===== config.mk =====
export PLATFORM = sky130hd
export DESIGN_NAME = idli_iss_m
export DESIGN_NICKNAME = d
export VERILOG_FILES = /design/src/rtl/idli_pkg.sv /design/src/rtl/idli_iss_q_m.sv /design/src/rtl/idli_iss_m.sv
export SDC_FILE = /design/constraint.sdc
export NUM_CORES = 1
export LEC_CHECK = 0
export CAP_MARGIN = 40
export CORE_MARGIN = 3
export CORE_UTILIZATION = 25
export DETAILED_ROUTE_END_ITERATION = 8
export SLEW_MARGIN = 15
export SYNTH_ARGS = -nofsm -noshare
export SYNTH_HDL_FRONTEND = slang
export SYNTH_SLANG_ARGS = --single-unit

===== constraint.sdc =====
create_clock -name i_iss_gck -period 4.9 [get_ports i_iss_gck]
set_input_delay 0.49 -clock i_iss_gck [delete_from_list [all_inputs] [get_ports i_iss_gck]]
set_output_delay 0.49 -clock i_iss_gck [all_outputs]
set_load 0.01 [all_outputs]

===== src/rtl/idli_pkg.sv =====
// Shared types for the idli core: decoded op format, SQI nibble type and the
// issue-queue entry layout.
package idli_pkg;

    typedef logic [3:0] sqi_data_t;

    typedef enum logic [1:0] {
        RHS_SRC_REG  = 2'd0,
        RHS_SRC_IMM  = 2'd1,
        RHS_SRC_PC   = 2'd2,
        RHS_SRC_ZERO = 2'd3
    } rhs_src_t;

    typedef struct packed {
        logic [3:0] alu_op;
        logic [2:0] dst;
        logic [2:0] lhs;
        logic [2:0] rhs;
        rhs_src_t   rhs_src;
    } op_t;

    typedef struct packed {
        op_t        op;
        logic [15:0] imm;
        logic [1:0] imm_cnt;
        logic       imm_done;
    } iss_ent_t;

    typedef enum logic {
        ISS_IDLE = 1'b0,
        ISS_RUN  = 1'b1
    } iss_state_t;

    // Fresh entry: ops that never read an immediate are born complete.
    function automatic iss_ent_t new_ent(input op_t op);
        iss_ent_t e;
        e.op       = op;
        e.imm      = '0;
        e.imm_cnt  = '0;
        e.imm_done = (op.rhs_src != RHS_SRC_IMM);
        return e;
    endfunction

endpackage


===== src/rtl/idli_iss_q_m.sv =====
// Circular issue queue: holds decoded ops and steers incoming immediate
// nibbles to the oldest entry whose immediate is still incomplete.
module idli_iss_q_m
    import idli_pkg::*;
#(
    parameter int DEPTH = 2
) (
    input  logic        i_gck,
    input  logic        i_rst_n,
    input  logic        i_push,
    input  op_t         i_push_op,
    input  logic        i_pop,
    input  logic        i_cap,
    input  sqi_data_t   i_cap_data,
    input  logic        i_flush,
    output op_t         o_head_op,
    output logic [15:0] o_head_imm,
    output logic        o_head_rdy,
    output logic        o_full,
    output logic        o_empty,
    output logic        o_cap_rdy
);

    localparam int PW = $clog2(DEPTH);

    iss_ent_t        ent_q [DEPTH];
    iss_ent_t        ent_d [DEPTH];
    logic [PW-1:0]   rd_ptr_q, rd_ptr_d;
    logic [PW-1:0]   wr_ptr_q, wr_ptr_d;
    logic [PW:0]     cnt_q, cnt_d;
    logic [PW-1:0]   cap_idx;
    logic            cap_found;

    // Walk from the head so the oldest incomplete entry wins.
    always_comb begin
        cap_idx   = '0;
        cap_found = 1'b0;
        for (int i = 0; i < DEPTH; i++) begin
            if (!cap_found && ((PW+1)'(i) < cnt_q) &&
                !ent_q[rd_ptr_q + PW'(i)].imm_done) begin
                cap_found = 1'b1;
                cap_idx   = rd_ptr_q + PW'(i);
            end
        end
    end

    // NOTE: every variable gets its hold value first so no path leaves it unassigned (no latch).
    always_comb begin
        ent_d    = ent_q;
        rd_ptr_d = rd_ptr_q;
        wr_ptr_d = wr_ptr_q;

        if (i_cap && cap_found) begin
            ent_d[cap_idx].imm[{ent_q[cap_idx].imm_cnt, 2'b00} +: 4] = i_cap_data;
            ent_d[cap_idx].imm_cnt = ent_q[cap_idx].imm_cnt + 2'd1;
            if (ent_q[cap_idx].imm_cnt == 2'd3) begin
                ent_d[cap_idx].imm_done = 1'b1;
            end
        end

        if (i_push) begin
            ent_d[wr_ptr_q] = new_ent(i_push_op);
            wr_ptr_d        = wr_ptr_q + PW'(1);
        end

        if (i_pop) begin
            rd_ptr_d = rd_ptr_q + PW'(1);
        end

        cnt_d = cnt_q + (PW+1)'(i_push) - (PW+1)'(i_pop);

        if (i_flush) begin
            rd_ptr_d = '0;
            wr_ptr_d = '0;
            cnt_d    = '0;
        end
    end

    // NOTE: the entry array is reset too, so head outputs are never X while the queue is empty.
    always_ff @(posedge i_gck or negedge i_rst_n) begin
        if (!i_rst_n) begin
            for (int i = 0; i < DEPTH; i++) begin
                ent_q[i] <= '0;
            end
            rd_ptr_q <= '0;
            wr_ptr_q <= '0;
            cnt_q    <= '0;
        end else begin
            // NOTE: non-blocking so every flop samples pre-edge values regardless of statement order.
            ent_q    <= ent_d;
            rd_ptr_q <= rd_ptr_d;
            wr_ptr_q <= wr_ptr_d;
            cnt_q    <= cnt_d;
        end
    end

    assign o_head_op  = ent_q[rd_ptr_q].op;
    assign o_head_imm = ent_q[rd_ptr_q].imm;
    assign o_head_rdy = ent_q[rd_ptr_q].imm_done;
    assign o_full     = (cnt_q == (PW+1)'(DEPTH));
    assign o_empty    = (cnt_q == '0);
    assign o_cap_rdy  = cap_found;

endmodule


===== src/rtl/idli_iss_m.sv =====
// Issue controller: queues decoded ops, gathers their immediates from the SQI
// stream and replays the immediate one nibble per execute cycle.
module idli_iss_m
    import idli_pkg::*;
#(
    parameter int DEPTH = 2
) (
    input  logic      i_iss_gck,
    input  logic      i_iss_rst_n,
    input  op_t       i_iss_op,
    input  logic      i_iss_op_vld,
    output logic      o_iss_op_acp,
    input  sqi_data_t i_iss_imm,
    input  logic      i_iss_imm_vld,
    output logic      o_iss_imm_acp,
    output op_t       o_iss_ex_op,
    output logic      o_iss_ex_op_vld,
    input  logic      i_iss_ex_op_acp,
    output sqi_data_t o_iss_ex_imm,
    input  logic      i_iss_flush
);

    op_t         head_op;
    logic [15:0] head_imm;
    logic        head_rdy;
    logic        full, empty, cap_rdy;
    logic        push, xfer;

    iss_state_t  state_q, state_d;
    logic [1:0]  phase_q, phase_d;
    logic [15:0] exec_imm_q, exec_imm_d;

    assign o_iss_op_acp    = !full && !i_iss_flush;
    assign push            = i_iss_op_vld && o_iss_op_acp;
    assign o_iss_imm_acp   = cap_rdy;
    assign o_iss_ex_op_vld = !empty && head_rdy && !i_iss_flush;
    assign o_iss_ex_op     = head_op;
    assign xfer            = o_iss_ex_op_vld && i_iss_ex_op_acp;

    idli_iss_q_m #(.DEPTH(DEPTH)) u_q (
        .i_gck      (i_iss_gck),
        .i_rst_n    (i_iss_rst_n),
        .i_push     (push),
        .i_push_op  (i_iss_op),
        .i_pop      (xfer),
        .i_cap      (i_iss_imm_vld && cap_rdy),
        .i_cap_data (i_iss_imm),
        .i_flush    (i_iss_flush),
        .o_head_op  (head_op),
        .o_head_imm (head_imm),
        .o_head_rdy (head_rdy),
        .o_full     (full),
        .o_empty    (empty),
        .o_cap_rdy  (cap_rdy)
    );

    // Flush never touches the replay: an op already handed over finishes.
    always_comb begin
        state_d    = state_q;
        phase_d    = phase_q;
        exec_imm_d = exec_imm_q;

        case (state_q)
            ISS_RUN: begin
                phase_d = phase_q + 2'd1;
                if (phase_q == 2'd3) begin
                    state_d = ISS_IDLE;
                end
            end
            default: ;
        endcase

        if (xfer) begin
            state_d    = ISS_RUN;
            phase_d    = 2'd0;
            exec_imm_d = head_imm;
        end
    end

    always_ff @(posedge i_iss_gck or negedge i_iss_rst_n) begin
        if (!i_iss_rst_n) begin
            state_q    <= ISS_IDLE;
            phase_q    <= 2'd0;
            exec_imm_q <= '0;
        end else begin
            state_q    <= state_d;
            phase_q    <= phase_d;
            exec_imm_q <= exec_imm_d;
        end
    end

    assign o_iss_ex_imm = (state_q == ISS_RUN) ? exec_imm_q[{phase_q, 2'b00} +: 4]
                                               : exec_imm_q[3:0];

endmodule

## After elaboration in Yosys (flattened, before gate mapping)

Index checks and enable logic that the tools add are counted.

| word-level totals | value |
|---|---|
| flip-flop bits (word level) | 91 |
| bits in writable memories | 0 |
| logic and storage cells | 109 |
| input bits | 25 |
| memories | 0 |
| memory bits (read-only) | 0 |
| output and inout bits | 22 |
| latch bits | 0 |

| cells by class | value |
|---|---|
| magnitude comparators | 8 |
| mux-type cells | 39 |
| $mul | 0 |
| div/mod/pow operators | 0 |
| shift operators | 3 |
| eq/ne operators | 4 |
| add/subtract/negate cells | 7 |
| reductions and logical operators | 22 |
| bitwise operators | 4 |

Operator list:

| kind | count |
|---|---|
| bitwise mux 68 bit | 4 |
| two-way mux 68 bit | 3 |
| demux 34 bit (select 1 bit) | 4 |
| two-way mux 34 bit | 4 |
| two-way mux 19 bit | 1 |
| variable shift 4 x 6 -> 16 bit (first input constant) | 1 |
| indexed part select 16 x 5 -> 4 bit | 1 |
| indexed part select 4 x 6 -> 16 bit | 1 |
| two-way mux 1 bit | 15 |
| logical AND 1 bit | 12 |
| two-way mux 3 bit | 4 |
| >= comparator 2 bit (second input constant) | 4 |
| NOT 1 -> 2 bit | 4 |
| equality test 2 bit (second input constant) | 3 |
| zero test 1 bit | 6 |
| two-way mux 2 bit | 3 |
| negation 4 -> 6 bit | 1 |
| nonzero test 2 bit | 3 |
| adder 2 x 1 -> 2 bit (second input constant) | 2 |
| < comparator 1 x 2 -> 1 bit (first input constant) | 2 |
| < comparator 2 x 1 -> 1 bit (second input constant) | 2 |
| two-way mux 4 bit | 1 |
| adder 1 bit (second input constant) | 2 |
| adder 2 x 1 -> 2 bit | 1 |
| other kinds (3) | 3 |

## Logic depth before layout (Yosys ltp)

Gate-level depths: netlist of run 1.

| logic depth | value |
|---|---|
| depth in word-level cells | 26 |
| mapped depth | 11 |
| gate-level depth less buffers | 9 |

## Modules after synthesis

From an unflattened synthesis of run 1, not the netlist that was laid out.

| second synthesis, totals | value |
|---|---|
| cell total of the unflattened synthesis | 374 |
| area, all modules | 4420.5 um^2 |

By module, submodules not included:

| module | cells an instance | sequential area each (um^2) | area each (um^2) | instances |
|---|---|---|---|---|
| idli_iss_q_m | 299 | 1801.7 | 3435.8 | 1 |
| idli_iss_m | 75 | 475.5 | 984.7 | 1 |

## Worst setup path before layout of run 1

OpenSTA, ideal clock, no wires.

| timing | value |
|---|---|
| kind | register to register |
| start | register u_q.rd_ptr_q |
| end | register u_q.ent_q[11] in the netlist's numbering |
| arrival time | 2.440 ns |
| library setup time | 0.067 ns |
| clock period less this slack | 2.507 ns |
| slack | 2.393 ns |
| buffers on the path | 1 |
| stages on the path, launching flop included | 9 |
| data required time | 4.833 ns |
| cell sequence | dfrtp_1 > buf_4 > nand2_2 > a21o_1 > mux2i_4 > ha_1 > nor4b_1 > and3b_1 > a32o_1 |

RTL lines:

| item | RTL line | text |
|---|---|---|
| start: declaration | idli_iss_q_m.sv:28 | `logic [PW-1:0] rd_ptr_q, rd_ptr_d;` |
| start signal: assignment | idli_iss_q_m.sv:91 | `rd_ptr_q <= rd_ptr_d;` |
| end signal: assignment | idli_iss_q_m.sv:90 | `ent_q <= ent_d;` |
| end: declaration | idli_iss_q_m.sv:26 | `iss_ent_t ent_q [DEPTH];` |

==> metrics.cfg, run 1 <==
[global_routing]
grt_pass1_wl_um = 17300
grt_max_degree = 50
grt_pass1_vias = 3278
grt.overflow.total = 0
antenna_found_initial = 0
grt_usage_pct = 10.9

[worst_setup_path]
path_max_fanout = 21
cp-end-kind = register
cp_data_required_time_ns = 5.17
path_cells = buf_16, o21ai_2, a21o_1, mux2i_4, ha_1, nor4b_1, and3b_1, a32o_1
cpMaxStageDelayCell = nor4b_1
worstSetupPathType = register to register
worstPathArrival_ns = 3.66
max_stage_delay_ns = 0.66
start_kind = register
critPathBufInv = 1
crit_family = simple AND/OR/NAND/NOR gates

[place]
dp_hpwl_um = 7370
portBuffers = 46
gp_congestion = 0.821
dp_cells = 648

[cts]
cts-root-buf = clkbuf_16
cts_tree = built
cts.sinks = 91
h-tree-depth = 3
cts_buffer_depth = 2
post_cts_buffers = 0
cts_buffers = 9
clock_latency_ns = 0.33
post_cts_resized = 0
ctsHoldBuffers = 0
path_clk_slew_ns = 0.06

[power]
power_frac_clock_pct = 27.9
fin_total_pwr_w = 0.00281
p_sw_share_pct = 30.8
power_density_nw_per_um2 = 514
seqPwrFrac_pct = 40.8
cell_internal_pwr_w = 0.00195
combPwrFrac_pct = 31.2
switchingPower_w = 0.000867
leakage_nw = 2.32
peakVddDrop_mv = 0.311

[die]
core-area_um2 = 16900
pin_count = 47
die_area_um2 = 19300
fp.dieW_um = 139
initial_utilization_pct = 26.1
rows = 47
die_y_um = 139

[yosys]
synth-edff-count = 0
synth.avg_cell_area_um2 = 11.2
yosys_warnings = 0
syn-cell-area_um2 = 4420
ys.flop_type = dfrtp_1
syn_inst = 396
synth.top_cell.area_share_pct = 51.5
synth_cell_types = 46
synth.most_common_cell = dfrtp_1
synthTopCellsByArea = dfrtp_1, mux2_2, a32o_1
async_flop_share_pct = 100
ys_ff_latch = 91
yosysSeqAreaShare_pct = 51.5
synth_nets = 429
yosysTopAreaCell = dfrtp_1
synth_common_cells = dfrtp_1, nand2_1, mux2_2

[worst_hold_path]
hold_class = input port to asynchronous set/reset pin

[layout]
syn_to_final_growth_pct = 23.9
nets = 472
multiInputGateArea_um2 = 2000
layout.cells.non_filler = 664
fillerInstances = 1701
drive_above_1_share_pct = 15.3
seq_area_um2 = 2280
num_antenna_cells = 0

[detailed_routing]
drtIter0Drc = 168
vias = 3155
avgViaCountPerCell = 4.75
ant_nets = 0
finalWirelength_um = 10400
first_pass_iters = 4
drc = 0
wire_per_inst_um = 15.6

[sta]
setup_viol = 0
setup_tns_ns = 0
period_needed_ns = 3.39
finalHoldViolCount = 0
slew_headroom_pct = 46.1
tightest_slew_ns = 0.808
finalCritPeriodShare_pct = 69.1
fmax_ghz = 0.295
drv_slew = 0
skew_ns = 0.00713
rsz0062_at_grt = false

[job]
max-cap-violations = 0

[status]
run_status = finished, final reports clean

## state kept, by name, indices dropped and copies added, names as in the netlist
| signal | count |
|---|---|
| u_q.rd_ptr_q | 1 |
| u_q.wr_ptr_q | 1 |
| phase_q | 2 |
| u_q.cnt_q | 2 |
| u_q.ent_q | 68 |
| state_q | 1 |
| exec_imm_q | 16 |
## cell type report
class	instances	share of cell area (%)
inverter	13	0.891
clock inverter	4	1.78
multi-input combinational	272	36.6
clock buffer	12	4.50
sequential	91	41.6
timing repair buffer	52	9.62
tap	220	5.03
## power groups by stage
stage / clock (W) / sequential [W] / combinational (W)
after CTS: 0.000810 / 0.00115 / 0.000893
after floorplan: 0 / 0.00108 / 0.000598
after global placement: 0 / 0.00116 / 0.000847
final: 0.000786 / 0.00115 / 0.000879
after global routing: 0.000840 / 0.00118 / 0.000974
after detailed placement: 0 / 0.00116 / 0.000883
## metrics by stage
stage | utilization, % | area, um2 | setup slack (ns) | hold WS, ns
floorplan | - | 4420 | 2.39 | 0.194
global placement | 30.1 | 5090 | 1.63 | 0.452
detailed placement | 30.3 | 5130 | 1.57 | 0.462
CTS | 32.3 | 5480 | 1.54 | 0.153
global route | 32.3 | 5480 | 1.25 | 0.174
finish | 32.3 | 5480 | 1.51 | 0.152
## cell usage in the layout, fill, tap and decap left out, types with 2 or more instances in the layout
cell	count
dfrtp_1	90
nand2_1	54
clkdlybuf4s50_1	45
mux2_2	36
nor2_1	28
a21oi_1	26
a32o_1	23
mux2i_1	17
inv_1	12
and2_1	12
clkbuf_16	9
ha_1	8
a22o_1	6
nor2b_1	5
a211oi_1	5
xnor2_1	5
o22ai_1	5
o21ai_0	5
buf_4	5
nor3_1	4
a21o_1	3
a41o_1	3
nand3b_1	3
bufinv_16	3
nor4b_4	2
nand2b_1	2
nor4b_1	2
a22oi_1	2
and3_1	2
clkbuf_1	2
## path summary, 6_finish.rpt
kind	from	depth (start not counted)	slack, ns	endpoint
setup / recovery	u_q.rd_ptr_q	8	1.51	u_q.ent_q[13]
hold / removal	i_iss_rst_n	1	0.15	u_q.ent_q[14]
setup reg to reg	u_q.rd_ptr_q	8	1.51	u_q.ent_q[13]
hold reg to reg	u_q.ent_q[22]	2	0.48	u_q.ent_q[22]
max in group asynchronous	i_iss_rst_n	2	3.71	u_q.ent_q[0]
min in group i_iss_gck	u_q.ent_q[22]	2	0.48	u_q.ent_q[22]
## routing by layer
layer / track usage [%] / vias to the layer above / routed length, um / share of wire (%)
li1: - / 1505 / - / -
met1: 14.5 / 1582 / 4870 / 47
met2: 17.6 / 64 / 5030 / 48
met3: 3.59 / 4 / 421 / 4.1
met4: 2.21 / 0 / 49 / 0.47
met5: 0 / - / 0 / 0
## cell families after synthesis
| kind of cell | share of synthesized area [%] |
|---|---|
| and+or+nand+nor | 13.5 |
| buffers and inverters | 3.34 |
| muxes | 13.5 |
| adders and majority gates | 2.26 |
| AOI/OAI and AO/OA | 14.9 |
| xor gates and xnor gates | 0.991 |
| DFF | 51.5 |
Power figures use the tool's default switching activity.
==> run 2, diff against run 1 <==
Clock period 4.9 ns to 3.1 ns, I/O delays scaled along.
==> run 2 against run 1 <==
Global-route usage is 0.35 points higher; register-to-register slack got worse by 1.1 ns; count of clock-buffer cells in the layout down 1; critical path depth is 1 lower; first-iteration DRC count down 33%; setup slack got worse by 1.1 ns; combinational power increased by 60%; non-clock buffer count is 2 higher; via count rose by 0.13%; critical path type unchanged; critical endpoint is now u_q.ent_q[7]; largest cell class unchanged; highest routed layer unchanged.
==> metrics.cfg, run 2 (synthesis results as in run 1) <==
[power]
seqPwrFrac_pct = 42.7
combPwrFrac_pct = 33.5
leakage_nw = 2.30
power_frac_clock_pct = 23.8
cell_internal_pwr_w = 0.00283
peakVddDrop_mv = 0.458
fin_total_pwr_w = 0.00422
p_sw_share_pct = 33.0
power_density_nw_per_um2 = 778
switchingPower_w = 0.00139

[detailed_routing]
avgViaCountPerCell = 4.74
drc = 0
ant_nets = 0
finalWirelength_um = 10700
drtIter0Drc = 112
wire_per_inst_um = 16.1
first_pass_iters = 4
vias = 3159

[sta]
rsz0062_at_grt = false
finalHoldViolCount = 0
skew_ns = 0.00638
setup_viol = 0
fin_ws_ns = 0.376
slew_headroom_pct = 55.3
fmax_ghz = 0.367
tightest_slew_ns = 0.670
whs_ns = 0.473
period_needed_ns = 2.72
setup_tns_ns = 0
drv_slew = 0
finalCritPeriodShare_pct = 87.9

[die]
fp.dieW_um = 139
core-area_um2 = 16900
pin_count = 47
rows = 47
initial_utilization_pct = 26.1
die_y_um = 139
die_area_um2 = 19300

[place]
dpl_worst_slack_ns = 0.187
dp_hpwl_um = 7310
dp_cells = 649
gp_congestion = 0.844
portBuffers = 46

[worst_hold_path]
holdPathEnd = u_q.ent_q[28]
hp-start = u_q.ent_q[28]
min_path_cells = 2
hold_class = register to register

[layout]
layout_commonest_cell = dfrtp_1
drive_above_1_share_pct = 16.1
num_antenna_cells = 0
nets = 474
syn_to_final_growth_pct = 22.7
largest-register = u_q.ent_q
fillerInstances = 1703
biggestRegsByFlops = u_q.ent_q x68, exec_imm_q x16
layout.cells.non_filler = 666
layout_common_cells = dfrtp_1, nand2_1, clkdlybuf4s50_1, mux2_2, nor2_1
largest_reg_flops = 68

[global_routing]
grt_pass1_vias = 3373
grt_usage_pct = 11.3
grt_pass1_wl_um = 17900
antenna_found_initial = 0
grt.overflow.total = 0
grt_max_degree = 57

[cts]
cts_tree = built
post_cts_buffers = 0
cts.sinks = 91
cts_buffer_depth = 2
cts_buffers = 9
path_clk_slew_ns = 0.06
clock_latency_ns = 0.34
h-tree-depth = 3
cts-root-buf = clkbuf_16

[worst_setup_path]
worstReg2RegStart = u_q.rd_ptr_q
cp_data_required_time_ns = 3.37
r2r_slack_ns = 0.38
start_kind = register
r2r_cells = 7
cp-end-kind = register
path_max_fanout = 8
worstSetupPathType = register to register
regToRegEndpoint = u_q.ent_q[7]
worstPathArrival_ns = 2.99

[status]
run_status = finished, final reports clean

[job]
max-cap-violations = 0

run 2: changes by cell type in the layout (fill, tap and decap cells not counted), moves of 2 or more:
| cell | delta |
|---|---|
| nor4b_2 | +2 |
| clkinv_2 | +4 |
| buf_4 | +2 |
| nor4b_1 | -2 |
| bufinv_16 | -3 |
run 2: power by group through the flow:
stage / Clock, W / Combinational (W) / Sequential, W
6_report: 0.00100 / 0.00141 / 0.00180
5_1_grt: 0.00109 / 0.00157 / 0.00185
4_1_cts: 0.00104 / 0.00142 / 0.00180
3_5_place_dp: 0 / 0.00141 / 0.00182
3_3_place_gp: 0 / 0.00139 / 0.00180
2_1_floorplan: 0 / 0.000944 / 0.00171
run 2: through the flow:
stage / utilization [%] / cell area, um2
2_1_floorplan: - / 4420
3_3_place_gp: 30.3 / 5130
3_5_place_dp: 30.3 / 5130
4_1_cts: 32.0 / 5410
5_1_grt: 32.0 / 5420
6_report: 32.0 / 5420
run 2: area by class of cell:
class / instances / area, um2 / share of cell area [%]
flip-flops and latches: 91 / 2280 / 42.0
inverters: 13 / 48.8 / 0.900
repair buffers: 54 / 533 / 9.83
well taps: 220 / 275 / 5.07
clock inverters: 5 / 28.8 / 0.531
clock buffers: 11 / 243 / 4.48
multi-input cells: 272 / 2020 / 37.2
run 2: worst max-delay path by stage:
stage                       startpoint       endpoint  slack (ns)  cells past startpoint
after floorplan           u_q.rd_ptr_q  u_q.ent_q[11]        0.59                      8
after global placement    u_q.rd_ptr_q   u_q.ent_q[7]        0.24                      7
after detailed placement  u_q.rd_ptr_q   u_q.ent_q[7]        0.19                      7
after CTS                 u_q.rd_ptr_q   u_q.ent_q[7]        0.17                      7
after global routing      u_q.rd_ptr_q   u_q.ent_q[7]        0.16                      7
final                     u_q.rd_ptr_q   u_q.ent_q[7]        0.38                      7
run 2: per-layer routing:
layer | global-route usage [%] | wire length [um]
met1 | 15.0 | 5080
met2 | 18.2 | 5040
met4 | 3.14 | 119
met5 | 0 | 0
met3 | 2.93 | 510
run 2: critical path, stage by stage (launching register included):
cell and delay, ns:
dfrtp_2 0.45, o21ai_2 0.21, a21o_1 0.29, mux2i_4 0.39
ha_1 0.38, nor4b_2 0.47, and3_1 0.31, a32o_1 0.15
run 2: timing repair:
item	4_1_cts	5_1_grt
endpoints found under the setup margin	0	5
endpoints found under the hold margin	35	0
hold buffers	1	0
gates resized for setup	0	2
